`src/rtl/drum_audio_out_if.sv`:
```
// Stream-side bundle of drum_audio_out: step-sample input, codec handshake and status.
// The master drives samples and audio_ready; the slave (the DUT) drives audio and status.
interface drum_audio_out_if #(
    parameter int NODE_W  = 18,
    parameter int OUT_W   = 32,
    parameter int FIFO_AW = 3,
    parameter int DROP_W  = 16
);
    logic                enable;
    logic                sample_valid;
    logic [NODE_W-1:0]   centre_node;
    logic                audio_ready;
    logic                audio_valid;
    logic [OUT_W-1:0]    audio_data;
    logic                audio_chan;
    logic [FIFO_AW:0]    fifo_count;
    logic [DROP_W-1:0]   drop_count;

    modport master (
        output enable, sample_valid, centre_node, audio_ready,
        input  audio_valid, audio_data, audio_chan, fifo_count, drop_count
    );

    modport slave (
        input  enable, sample_valid, centre_node, audio_ready,
        output audio_valid, audio_data, audio_chan, fifo_count, drop_count
    );
endinterface

```
`src/rtl/drum_audio_out.sv`:
```
// Converts the drum's centre-node amplitude to 32-bit PCM, buffers it in a small FIFO
// and emits every sample twice (left then right) over a valid/ready handshake.
module drum_audio_out #(
    parameter int NODE_W  = 18,
    parameter int OUT_W   = 32,
    parameter int SHIFT   = 14,
    parameter int FIFO_AW = 3,
    parameter int DROP_W  = 16
) (
    input  logic              clk,
    input  logic              reset,
    drum_audio_out_if.slave   bus
);
    localparam int DEPTH  = 1 << FIFO_AW;
    localparam int WIDE_W = OUT_W + SHIFT;

    typedef enum logic [1:0] {IDLE, LEFT, RIGHT} state_t;

    state_t               state_q;
    logic [OUT_W-1:0]     mem [DEPTH];
    logic [FIFO_AW-1:0]   wr_ptr_q, rd_ptr_q;
    logic [FIFO_AW:0]     count_q;
    logic [DROP_W-1:0]    drop_q;
    logic [OUT_W-1:0]     data_q;
    logic                 chan_q;
    logic                 valid_q;

    logic [WIDE_W-1:0]    wide_d;
    logic [OUT_W-1:0]     conv_d;
    logic                 fifo_empty, fifo_full, pop_d, push_req_d, push_d, drop_d;

    // Everything above the output sign bit must replicate it, otherwise clamp.
    always_comb begin
        wide_d = {{(WIDE_W-NODE_W){bus.centre_node[NODE_W-1]}}, bus.centre_node} << SHIFT;
        if (wide_d[WIDE_W-1:OUT_W-1] == '0 || wide_d[WIDE_W-1:OUT_W-1] == '1)
            conv_d = wide_d[OUT_W-1:0];
        else if (wide_d[WIDE_W-1])
            conv_d = {1'b1, {(OUT_W-1){1'b0}}};
        else
            conv_d = {1'b0, {(OUT_W-1){1'b1}}};
    end

    always_comb begin
        fifo_empty = (count_q == '0);
        fifo_full  = (count_q == (FIFO_AW+1)'(DEPTH));
        pop_d      = !fifo_empty &&
                     (state_q == IDLE || (state_q == RIGHT && bus.audio_ready));
        push_req_d = bus.sample_valid && bus.enable;
        // A full FIFO still accepts a word when the head leaves on the same edge.
        push_d     = push_req_d && (!fifo_full || pop_d);
        drop_d     = push_req_d && !push_d;
    end

    always_ff @(posedge clk) begin
        if (push_d)
            mem[wr_ptr_q] <= conv_d;
    end

    always_ff @(posedge clk or posedge reset) begin
        if (reset) begin
            state_q  <= IDLE;
            wr_ptr_q <= '0;
            rd_ptr_q <= '0;
            count_q  <= '0;
            drop_q   <= '0;
            data_q   <= '0;
            chan_q   <= 1'b0;
            valid_q  <= 1'b0;
        end else begin
            if (push_d)
                wr_ptr_q <= wr_ptr_q + 1'b1;
            if (pop_d)
                rd_ptr_q <= rd_ptr_q + 1'b1;
            if (push_d && !pop_d)
                count_q <= count_q + 1'b1;
            else if (pop_d && !push_d)
                count_q <= count_q - 1'b1;
            if (drop_d && drop_q != '1)
                drop_q <= drop_q + 1'b1;

            case (state_q)
                IDLE: begin
                    if (pop_d) begin
                        data_q  <= mem[rd_ptr_q];
                        chan_q  <= 1'b0;
                        valid_q <= 1'b1;
                        state_q <= LEFT;
                    end
                end
                LEFT: begin
                    if (bus.audio_ready) begin
                        chan_q  <= 1'b1;
                        state_q <= RIGHT;
                    end
                end
                RIGHT: begin
                    if (bus.audio_ready) begin
                        if (pop_d) begin
                            data_q  <= mem[rd_ptr_q];
                            chan_q  <= 1'b0;
                            state_q <= LEFT;
                        end else begin
                            valid_q <= 1'b0;
                            state_q <= IDLE;
                        end
                    end
                end
                default: state_q <= IDLE;
            endcase
        end
    end

    assign bus.audio_valid = valid_q;
    assign bus.audio_data  = data_q;
    assign bus.audio_chan  = chan_q;
    assign bus.fifo_count  = count_q;
    assign bus.drop_count  = drop_q;
endmodule

```
`src/flat_wrapper.sv`:
```
// flat-port wrapper written by rule: the top's interface ports become plain ports
module drum_audio_out_flat 
#(
    parameter int NODE_W  = 18,
    parameter int OUT_W   = 32,
    parameter int SHIFT   = 14,
    parameter int FIFO_AW = 3,
    parameter int DROP_W  = 16
)
  (clk, reset, bus_enable, bus_sample_valid, bus_centre_node, bus_audio_ready, bus_audio_valid, bus_audio_data, bus_audio_chan, bus_fifo_count, bus_drop_count);
  drum_audio_out_if #(.NODE_W(NODE_W), .OUT_W(OUT_W), .FIFO_AW(FIFO_AW), .DROP_W(DROP_W)) bus_i ();
  input  logic clk;
  input  logic reset;
  input wire logic [$bits(bus_i.enable)-1:0] bus_enable;
  input wire logic [$bits(bus_i.sample_valid)-1:0] bus_sample_valid;
  input wire logic [$bits(bus_i.centre_node)-1:0] bus_centre_node;
  input wire logic [$bits(bus_i.audio_ready)-1:0] bus_audio_ready;
  output wire logic [$bits(bus_i.audio_valid)-1:0] bus_audio_valid;
  output wire logic [$bits(bus_i.audio_data)-1:0] bus_audio_data;
  output wire logic [$bits(bus_i.audio_chan)-1:0] bus_audio_chan;
  output wire logic [$bits(bus_i.fifo_count)-1:0] bus_fifo_count;
  output wire logic [$bits(bus_i.drop_count)-1:0] bus_drop_count;
  assign bus_i.enable = bus_enable;
  assign bus_i.sample_valid = bus_sample_valid;
  assign bus_i.centre_node = bus_centre_node;
  assign bus_i.audio_ready = bus_audio_ready;
  assign bus_audio_valid = bus_i.audio_valid;
  assign bus_audio_data = bus_i.audio_data;
  assign bus_audio_chan = bus_i.audio_chan;
  assign bus_fifo_count = bus_i.fifo_count;
  assign bus_drop_count = bus_i.drop_count;
  drum_audio_out #(.NODE_W(NODE_W), .OUT_W(OUT_W), .SHIFT(SHIFT), .FIFO_AW(FIFO_AW), .DROP_W(DROP_W)) u_core (.clk(clk), .reset(reset), .bus(bus_i));
endmodule
```
`config.mk`:
```
export PLATFORM = sky130hd
export DESIGN_NAME = drum_audio_out_flat
export DESIGN_NICKNAME = d
export VERILOG_FILES = /design/src/rtl/drum_audio_out_if.sv /design/src/rtl/drum_audio_out.sv /design/src/flat_wrapper.sv
export SDC_FILE = /design/constraint.sdc
export NUM_CORES = 1
export LEC_CHECK = 0
export CAP_MARGIN = 30
export CORE_AREA = 2 2 177 92
export CTS_CLUSTER_DIAMETER = 150
export DETAILED_ROUTE_END_ITERATION = 10
export DIE_AREA = 0 0 179 94
export PLACE_DENSITY = 0.73
export SYNTH_ARGS = -nofsm -noshare
export SYNTH_HDL_FRONTEND = slang
export SYNTH_SLANG_ARGS = --single-unit
```
`constraint.sdc`:
```
create_clock -name clk -period 3.4 [get_ports clk]
set_input_delay 0.51 -clock clk [delete_from_list [all_inputs] [get_ports clk]]
set_output_delay 0.51 -clock clk [all_outputs]
set_load 0.03 [all_outputs]
```
==> Yosys cells after proc, flatten, opt, wreduce, memory -nomap -nowiden <==
Memories as Yosys holds them, arrays and structs flattened.
Index checks and enable logic that the tools add are counted.
{ "classes": {"n_addsub": 5, "eq_ne": 9, "n_mux": 22, "reduce_logical": 25} }
{ "ops": {"columns": ["op", "n"], "rows": [
  ["$mux 32", 4],
  ["$pmux 32 s2", 1],
  ["$add 16x1->16 const B", 1],
  ["$ne 16x16->1 const B", 1],
  ["$eq 15x15->1 const B", 1],
  ["$logic_not 15->1", 1],
  ["$mux 1", 9],
  ["$logic_and 1x1->1", 8],
  ["$mux 4", 2],
  ["$add 3x1->3 const B", 2],
  ["$mux 2", 3],
  ["$ne 2x2->1 const B", 3],
  ["$pmux 2 s3", 1],
  ["$reduce_and 3->1", 2],
  ["$add 4x1->4 const B", 1],
  ["$eq 4x4->1 const B", 1],
  ["$logic_not 1->1", 4],
  ["$logic_not 4->1", 1],
  ["$reduce_and 4->1", 1],
  ["$reduce_bool 2->1", 2],
  ["$sub 4x1->4 const B", 1],
  ["$logic_or 1x1->1", 3],
  ["$pmux 1 s3", 1],
  ["$reduce_bool 3->1", 1],
  ["other kinds (6)", 6]
]} }
{ "totals": {"reg_bits": 62, "ram_bits": 256, "inputBits": 23, "out_inout_bits": 54, "elab_cells": 70, "mem_count": 1} }
{ "memory_table": {"columns": ["name", "depth", "word_bits", "rd", "rd_ports_with_merged_regs", "write_ports", "line_no", "source"], "rows": [
  ["u_core.mem", 8, 32, 1, 0, 1, "drum_audio_out.sv:20", "logic [OUT_W-1:0] mem [DEPTH];"]
]} }

==> Logic depth before layout (Yosys ltp) <==
{ "depth": {"ltp_word": 10, "depth_mapped": 13, "ltp_nobuf": 12} }

==> Least setup slack after synthesis <==
No wires, ideal clock.
{ "synth_path": {"path_kind": "reg-to-reg", "from": "reg u_core.count_q[0], in the netlist u_core.bus.fifo_count[0]", "to": "mem u_core.mem[4][14] (enable)", "setup_time_ns": 0.446, "arrival_time_ns": 2.940, "required_ns": 2.954, "slack_ns": 0.014, "stages_incl_launch_ff": 5, "path_buffers": 0, "period_less_slack_ns": 3.386, "path_cell_list": "dfrtp_1 -> nor3_2 -> o211ai_1 -> nand2_1 -> nor4b_1"} }
{ "synth_between": {"elab_chain_cells": 7, "elab_cells_between_ends": 9, "classes_between": "eq/ne: 1; mux: 2; reduce/logical: 6"} }
{ "synth_lines": {"columns": ["item", "line_no", "source"], "rows": [
  ["start, declared", "drum_audio_out.sv:22", "logic [FIFO_AW:0] count_q;"],
  ["start signal, assigned", "drum_audio_out.sv:75", "count_q <= count_q + 1'b1;"],
  ["start signal, assigned", "drum_audio_out.sv:77", "count_q <= count_q - 1'b1;"],
  ["$logic_not 4->1", "drum_audio_out.sv:44", "fifo_empty = (count_q == '0);"],
  ["$logic_not 1->1", "drum_audio_out.sv:46", "pop_d = !fifo_empty &&"],
  ["$logic_and 1x1->1", "drum_audio_out.sv:46", null],
  ["$logic_or 1x1->1 (*)", "drum_audio_out.sv:50", "push_d = push_req_d && (!fifo_full || pop_d);"],
  ["$logic_and 1x1->1 (*)", "drum_audio_out.sv:50", null],
  ["$mux 1 (*)", "drum_audio_out.sv:55", "if (push_d)"],
  ["$mux 1 (not written as such) (*)", "drum_audio_out.sv:56", "mem[wr_ptr_q] <= conv_d;"],
  ["end, declared", "drum_audio_out.sv:20", null]
]} }
Mark *: on every way between the ends. The rest lies on a longest branch, timed or not.

==> Worst setup path after layout <==
{ "layout_path": {"from": "reg u_core.count_q[0], in the netlist u_core.bus.fifo_count[0]", "to": "reg u_core.count_q[3], in the netlist u_core.bus.fifo_count[3]"} }
{ "layout_between": {"elab_chain_cells": 8, "elab_cells_between_ends": 16, "classes_between": "add/sub: 2; eq/ne: 1; mux: 2; reduce/logical: 11"} }
{ "layout_lines": {"columns": ["item"], "rows": [
  ["branches (longest 8 deep; another with $sub 4x1->4)"]
]} }
Several ways; the timed one is not identified. The select of a mux whose other input is x is not followed.
A chain may end at the register's enable or synchronous reset.

==> reports/metrics.cfg <==
[timing]
slew_violations = 0
finalCritPeriodShare = 0.7674
setup_viol = 0
setup_tns_ns = 0
fmax_mhz = 383.3
max-slew-margin-rel = 0.4817
hold_viol = 0
skew_ns = 0.01079
fin_crit_ns = 2.609
worstMarginPinSlew_ns = 0.7774
rsz0062_at_grt = no

[drt]
dr_total_vias = 3855
drtIter0Drc = 155
drc = 0
finalWirelength_um = 13630
drtPass1Iterations = 4
viasPerCell = 5.281
wl_per_cell_um = 18.68
ant_nets = 0

[floorplan]
start_util = 0.5055
rows = 32
die_height_um = 94
core_area_um2 = 15170
io_pins = 77
die_w_um = 179
dieArea_um2 = 16830

[setup_path]
cp_slowest_stage_delay_ns = 0.63
cp.depth = 11
crit_arrival_ns = 2.91
crit-reg2reg-launch = u_core.bus.fifo_count[0]$_DFFE_PP0P_
critPathCapture = u_core.bus.fifo_count[3]$_DFFE_PP0P_
cp_top_family = simple AND/OR/NAND/NOR gates
critPathLaunchType = flip-flop
cp_num_buf_inv = 2
path_max_fanout = 6
r2r_end = u_core.bus.fifo_count[3]$_DFFE_PP0P_
end_kind = flip-flop
required_ns = 3.70
rr_worst_depth = 11
critPathKind = reg2reg
cp_cell_sequence = nor4_1 > nor3_2 > inv_1 > ha_1 > inv_1 > ha_1 > a21o_1 > a21oi_1 > xnor2_1 > nor2_1 > xor2_1
critPathLaunch = u_core.bus.fifo_count[0]$_DFFE_PP0P_
cp_slowest_cell = nor4_1
regToRegSetupSlack_ns = 0.79

[yosys]
syn_inst = 435
synthFlopType = edfxtp_1
ys_ff_latch = 192
synth_cell_types = 41
async_reset_ff_frac = 0.2500
yosysSeqAreaShare = 0.7203
ys.warnings.count = 0
synth_edf_count = 144
syn_area_um2 = 7671
postSynthAreaPerCell_um2 = 17.63

[cts]
cts_tree = built
cts_sinks = 192
htree_num_levels = 4
clock_latency_ns = 0.43
numCtsBuffers = 17
cts-root-buf = clkbuf_16
max-clock-path-buffers = 2
hold_buffers = 0
ctsResizeCount = 0
path_clk_slew_ns = 0.07
postCtsSetupBuffers = 0

[power]
power_frac_comb = 0.297
total_power_mw = 7.303
p_leak_nw = 3.274
swShare = 0.3262
p_per_area_nw_per_um2 = 799.0
pwr-share-seq = 0.444
peakVddDrop_mv = 0.4626
pwr-share-clk = 0.259
intPower_mw = 4.921
p_sw_mw = 2.383

[global_route]
grt_usage = 0.1745
grt_pass1_vias = 3860
grt_util_met2 = 0.2936
met3_usage = 0.03600
met1_usage = 0.2295
antenna_found_initial = 0
grt_max_degree = 40
overflow = 0
busiest_layer = met2
grt_pass1_wl_um = 21290

[finish]
layout-drive-gt1-share = 0.1958
diodes = 0
num-nets-final = 543
area_delta_synth_final_pct = 19.16
fill_cells = 1129

[placed_design]
io_buffers = 62
hpwl_um = 8267
gp_congestion = 0.7528

[min_path]
hold_start = u_core.bus.drop_count[15]$_DFFE_PP0P_
hp-class = reg2reg

[run_status]
status = finished, final reports clean

[job]
drv_cap = 0

-- worst min-delay path by stage --
stage,end,slack (ns),depth (start not counted)
2_1_floorplan,u_core.bus.audio_valid$_DFFE_PP0P_,0.47,1
3_3_place_gp,u_core.bus.drop_count[10]$_DFFE_PP0P_,0.49,1
3_5_place_dp,u_core.bus.drop_count[15]$_DFFE_PP0P_,0.50,1
4_1_cts,u_core.bus.drop_count[15]$_DFFE_PP0P_,0.51,1
5_1_grt,u_core.bus.drop_count[11]$_DFFE_PP0P_,0.53,1
6_report,u_core.bus.drop_count[15]$_DFFE_PP0P_,0.51,1
-- through the flow --
step | std cells | setup WS, ns | hold WS [ns] | utilization | area [um^2]
finish | 730 | 0.7908 | 0.5124 | 0.6024 | 9141
detailed placement | 698 | 0.4111 | 0.4998 | 0.5650 | 8573
CTS | 730 | 0.7868 | 0.5112 | 0.6024 | 9141
floorplan | 448 | 0.01446 | 0.4699 | - | 7720
global placement | 698 | 0.4711 | 0.4947 | 0.5650 | 8573
global route | 730 | 0.6003 | 0.5318 | 0.6024 | 9141
-- logic make-up (layout without fill, tap and decap cells) --
kind of cell,count (synthesis),count (layout),share of synthesized area
other cells,1,14,0.0004888
fa+ha+maj,7,7,0.01240
mux,58,58,0.1351
xor+xnor,22,22,0.02610
compound gates,30,30,0.02137
buf+inv,38,116,0.02887
flops,192,192,0.7203
simple gates,87,87,0.05546
-- state kept, by name, summed over array words and instances (netlist names) --
register / flops
u_core.bus.fifo_count: 4
u_core.state_q: 2
u_core.bus.audio_valid: 1
u_core.bus.audio_chan: 1
u_core.bus.audio_data: 18
u_core.rd_ptr_q: 3
u_core.mem: 144
u_core.wr_ptr_q: 3
u_core.bus.drop_count: 16
-- Yosys cell counts (all sizes together) (2+ instances only) --
| master | number | area, um^2 |
|---|---|---|
| xnor2 | 10 | 95.10 |
| and4 | 2 | 17.52 |
| ha | 6 | 75.07 |
| mux2i | 18 | 180.2 |
| a21oi | 21 | 105.1 |
| nor3 | 14 | 75.07 |
| mux2 | 4 | 45.04 |
| nor3b | 2 | 15.01 |
| nand2 | 22 | 82.58 |
| mux4 | 36 | 810.8 |
| nor2 | 27 | 101.4 |
| inv | 6 | 22.52 |
| edfxtp | 144 | 4324 |
| nand4 | 2 | 12.51 |
| and2 | 2 | 12.52 |
| clkbuf | 7 | 26.28 |
| a21o | 2 | 15.01 |
| dfrtp | 48 | 1201 |
| nand3 | 7 | 35.03 |
| xor2 | 12 | 105.1 |
| nor2b | 2 | 20.02 |
| buf | 25 | 172.7 |
| nor4 | 2 | 12.51 |
| o21ai | 4 | 20.02 |
-- cells in the final DEF, fill, tap and decap left out, types with 3 or more instances in the layout --
master,instances
nand2_1,22
inv_6,5
o21ai_0,4
clkinv_2,3
nor3_1,9
mux2_2,4
buf_4,15
dfrtp_1,47
ha_1,6
xnor2_1,9
conb_1,14
clkdlybuf4s50_1,62
nand3_1,7
a21oi_1,21
xor2_1,12
inv_8,3
edfxtp_1,144
nor2_1,27
nor3_2,5
inv_1,5
mux2i_1,18
mux4_2,36
clkbuf_16,17
-- layout make-up --
| class | instances | area [um^2] | area share |
|---|---|---|---|
| tap | 204 | 255.2 | 0.02792 |
| clock inverter | 15 | 142.6 | 0.01560 |
| timing repair buffer | 78 | 753.2 | 0.08240 |
| sequential | 192 | 5527 | 0.6046 |
| inverter | 6 | 22.52 | 0.002464 |
| clock buffer | 17 | 425.4 | 0.04654 |
| multi-input combinational | 218 | 2016 | 0.2205 |
-- routing by layer --
metal,share of wire,vias to the layer above
li1,-,1798
met5,0,-
met4,0.0064,0
met1,0.46,1954
met3,0.043,6
met2,0.49,97
-- power by group through the flow --
stage	combinational, mW	clock, mW	sequential [mW]
2_1_floorplan	1.39	0	3.36
3_3_place_gp	2.16	0	3.27
3_5_place_dp	2.21	0	3.30
4_1_cts	2.22	1.93	3.25
5_1_grt	2.36	2.01	3.30
6_report	2.17	1.89	3.24
Note: power is estimated with default switching activity, not from simulation.
